`src/rtl/reg_in_sel_pipe.sv`:
```
// Register-file write-data select feeding a two-entry skid buffer.
// Define REG_IN_SEL_ERRCNT_EN to add the saturating err_cnt output.
module reg_in_sel_pipe #(
    parameter int WIDTH = 64,
    parameter int NCH   = 5,
    parameter int SELW  = 3
) (
    input  logic                 clk,
    input  logic                 reset,
    input  logic [NCH*WIDTH-1:0] d_in,
    input  logic [SELW-1:0]      sel,
    input  logic                 in_valid,
    output logic                 in_ready,
    output logic [WIDTH-1:0]     out_data,
    output logic                 out_valid,
    input  logic                 out_ready,
`ifdef REG_IN_SEL_ERRCNT_EN
    output logic                 sel_err,
    output logic [7:0]           err_cnt
`else
    output logic                 sel_err
`endif
);

    typedef enum logic [1:0] {
        EMPTY = 2'd0,
        ONE   = 2'd1,
        TWO   = 2'd2
    } state_t;

    localparam logic [SELW:0] NCH_W = (SELW+1)'(NCH);

    state_t           state_q, state_d;
    logic [WIDTH-1:0] h_q, h_d;
    logic [WIDTH-1:0] s_q, s_d;
    logic [WIDTH-1:0] last_q, last_d;
    logic             in_ready_q, in_ready_d;
    logic             out_valid_q, out_valid_d;
    logic             sel_err_q, sel_err_d;

    logic             accept;
    logic             pop;
    logic             sel_ok;
    logic [WIDTH-1:0] word;

    assign accept = in_valid & in_ready_q;
    assign pop    = out_valid_q & out_ready;
    assign sel_ok = {1'b0, sel} < NCH_W;

    // Out-of-range selects replay the last legal word instead of latching.
    always_comb begin
        word = last_q;
        for (int k = 0; k < NCH; k++) begin
            if (sel == SELW'(k)) begin
                word = d_in[k*WIDTH +: WIDTH];
            end
        end
    end

    always_comb begin
        last_d    = last_q;
        sel_err_d = 1'b0;
        if (accept) begin
            if (sel_ok) begin
                last_d = word;
            end else begin
                sel_err_d = 1'b1;
            end
        end
    end

    always_comb begin
        state_d = state_q;
        h_d     = h_q;
        s_d     = s_q;
        unique case (state_q)
            EMPTY: begin
                if (accept) begin
                    h_d     = word;
                    state_d = ONE;
                end
            end
            ONE: begin
                if (accept && pop) begin
                    h_d = word;
                end else if (accept) begin
                    s_d     = word;
                    state_d = TWO;
                end else if (pop) begin
                    state_d = EMPTY;
                end
            end
            TWO: begin
                if (pop) begin
                    h_d     = s_q;
                    state_d = ONE;
                end
            end
            default: begin
                state_d = EMPTY;
            end
        endcase
        in_ready_d  = (state_d != TWO);
        out_valid_d = (state_d != EMPTY);
    end

    always_ff @(posedge clk) begin
        if (reset) begin
            state_q     <= EMPTY;
            h_q         <= '0;
            s_q         <= '0;
            last_q      <= '0;
            in_ready_q  <= 1'b1;
            out_valid_q <= 1'b0;
            sel_err_q   <= 1'b0;
        end else begin
            state_q     <= state_d;
            h_q         <= h_d;
            s_q         <= s_d;
            last_q      <= last_d;
            in_ready_q  <= in_ready_d;
            out_valid_q <= out_valid_d;
            sel_err_q   <= sel_err_d;
        end
    end

    assign in_ready  = in_ready_q;
    assign out_valid = out_valid_q;
    assign out_data  = h_q;
    assign sel_err   = sel_err_q;

`ifdef REG_IN_SEL_ERRCNT_EN
    logic [7:0] err_cnt_q, err_cnt_d;

    always_comb begin
        err_cnt_d = err_cnt_q;
        if (sel_err_d && (err_cnt_q != 8'hFF)) begin
            err_cnt_d = err_cnt_q + 8'd1;
        end
    end

    always_ff @(posedge clk) begin
        if (reset) begin
            err_cnt_q <= '0;
        end else begin
            err_cnt_q <= err_cnt_d;
        end
    end

    assign err_cnt = err_cnt_q;
`endif

endmodule

```
`config.mk`:
```
export PLATFORM = sky130hd
export DESIGN_NAME = reg_in_sel_pipe
export DESIGN_NICKNAME = d
export VERILOG_FILES = /design/src/rtl/reg_in_sel_pipe.sv
export SDC_FILE = /design/constraint.sdc
export NUM_CORES = 1
export LEC_CHECK = 0
export CAP_MARGIN = 20
export CORE_MARGIN = 5
export CORE_UTILIZATION = 49
export DETAILED_ROUTE_END_ITERATION = 7
export PLACE_DENSITY = 0.87
export SLEW_MARGIN = 25
export SYNTH_ARGS = -nofsm -noshare
export SYNTH_HDL_FRONTEND = slang
export SYNTH_SLANG_ARGS = --single-unit
```
`constraint.sdc`:
```
create_clock -name clk -period 4.4 [get_ports clk]
set_input_delay 0.44 -clock clk [delete_from_list [all_inputs] [get_ports clk]]
set_output_delay 0.44 -clock clk [all_outputs]
set_load 0.01 [all_outputs]
```
==> metrics <==
wire length per cell just over 20 um; first-pass GRT wire length between 50 and 60 mm; grt ovf 0; Post-synth EDFFs 0; critical path type input port to flip-flop; register area share after synthesis roughly 37%; IO Pins ~400; largest net degree at the start of global routing 115; Synth area leader dfxtp_1; Place WS 1.65 ns; post-synth top area share 36.8%; dpl hpwl 24.7 mm; total CTS buffers 17; DR iter-0 viols 624; critical path required time 4.74 ns; synthesized cell area 10,700 um^2; final hold vios 0; Tightest Pin Transition approximately 0.96 ns; PortBufs 393; total track usage 26.6%; starting density of the core 49.5%; IR drop worst, VDD 0.236 mV; relative slew slack a little over a third; crit end category flip-flop; initial antenna violation count 0; Placed Instance Area about 15,000 um^2; hold buffer count at cts 0; period utilization 53.7%; Area growth syn-to-layout 40.7%; via count 10.2k; status completed; ys flop type dfxtp_1; setup ws final 2.04 ns; critical path launch point type input port; async set-reset flop share out of synthesis 0%; Routed WL about 35 mm; post-cts resize count 0; Tot Pwr 0.00478 W; Vias per Instance around 6; WP data arrival 2.71 ns; Yosys cell types 51; vias in the first global route 10.1k; Synth Area per Inst 9.81 um^2; number of setup buffers added after CTS 0; worst-path fanout max 38; Max Clock Skew around 0.012 ns; CTS tree built; final instance area about 15,000 um^2; worst skew pair latency 0.43 ns; most common cell in the netlist dfxtp_1; DRT antenna net count 0; Die ar. around 25,000 um^2; max-slew violations 0; CTS Root Cell clkbuf_16; # H-tree levels 4; Clock transition at path regs 0.07 ns; net count after synthesis approximately 1.4k; Max Clk Rate 0.423 GHz; Initial DRT Pass Iterations 5; Max Cap Violations 0; DRC violations left 0; row count 54; Synth Instances 1,094; number of synthesized register bits between 150 and 200; min Tclk post-route 2.36 ns; share of cells above drive strength 1 15.6%; synth cell count leaders 197 x dfxtp_1, 82 x nor2_1, 68 x nand2b_1; setup TNS 0 ns; Final nets between 1.5k and 2k; Clock Sinks 197; RSZ-0062 raised after global routing false; Die Wd ~160 um; antenna diode count 0; Die Ht ~160 um; Hold Crit Class flip-flop to flip-flop; static leakage 5.26 nW; Ys Warns 0; Std-Cell Core Area 21,700 um^2; Clock Path Buffers 2; GPL Wtd Cong 0.809; top cells by area, synth dfxtp_1 37%, mux4_2 12%, o211ai_2 4.7%, a31o_2 4.6%, o2bb2ai_1 4.5%; final setup vio count 0; Pwr Density 317 nW/um^2
==> logic make-up (layout without fill, tap and decap cells) <==
logic type / Yosys count / after routing / synth area share [%]
and+or+nand+nor: 345 / 345 / 17.7
DFF: 197 / 197 / 36.8
AOI/OAI and AO/OA: 356 / 356 / 26.2
muxes: 72 / 72 / 13.2
buffers and inverters: 124 / 443 / 6.17
==> registers in the layout (all words and copies together), names as in the netlist <==
signal / cells
out_data: 64
sel_err: 1
in_ready: 1
s_q: 64
state_q: 2
out_valid: 1
last_q: 64
==> per-stage QoR <==
stage,hold WS [ns],instances,util [%]
global placement,0.438,1660,66.8
global route,0.475,1693,69.6
finish,0.458,1693,69.6
CTS,0.462,1693,69.6
detailed placement,0.441,1661,66.9
floorplan,0.426,1094,-
==> critical path: stages <==
cell             delay (ns)
clkdlybuf4s50_1        0.51
a21bo_2                0.27
nor3_2                 0.23
nand2b_2               0.54
buf_4                  0.46
o22ai_1                0.20
==> final cells by class <==
cell class                 count  area [um^2]
fill                        1649         6590
clock inverter                12          113
inverter                       2         7.51
multi-input combinational    773         6150
clock buffer                  20          467
sequential                   197         3940
timing repair buffer         409         4070
tap                          280          350
==> cell usage in the layout, fill, tap and decap left out, types with 19 or more instances in the layout <==
master	instances
a31o_2	56
clkdlybuf4s50_1	389
dfxtp_1	197
o22ai_1	55
or3_1	55
nand2b_1	65
mux4_2	55
o211ai_2	40
o2bb2ai_1	55
o21ai_0	63
nand2_1	62
nor2_1	81
o211ai_1	19
nand3b_1	58
==> report_power, final <==
group,internal [W],switching [W],leakage [nW]
registers,0.00193,0.0000837,1.61
logic,0.000682,0.000565,3.37
clock network,0.000792,0.000730,0.281
==> routing by layer <==
layer | global-route usage, % | wire, um
met3 | 6.31 | 3220
met2 | 47.0 | 17500
met5 | 0 | 0
met4 | 8.73 | 932
met1 | 32.0 | 13300
==> worst paths after layout <==
kind	depth (start not counted)	slack, ns	end	from
setup / recovery	6	2.04	s_q[25]	out_ready
hold / removal	1	0.46	last_q[26]	last_q[26]
setup reg to reg	5	2.14	s_q[25]	state_q[0]
hold reg to reg	1	0.46	last_q[26]	last_q[26]
Power figures use the tool's default switching activity.
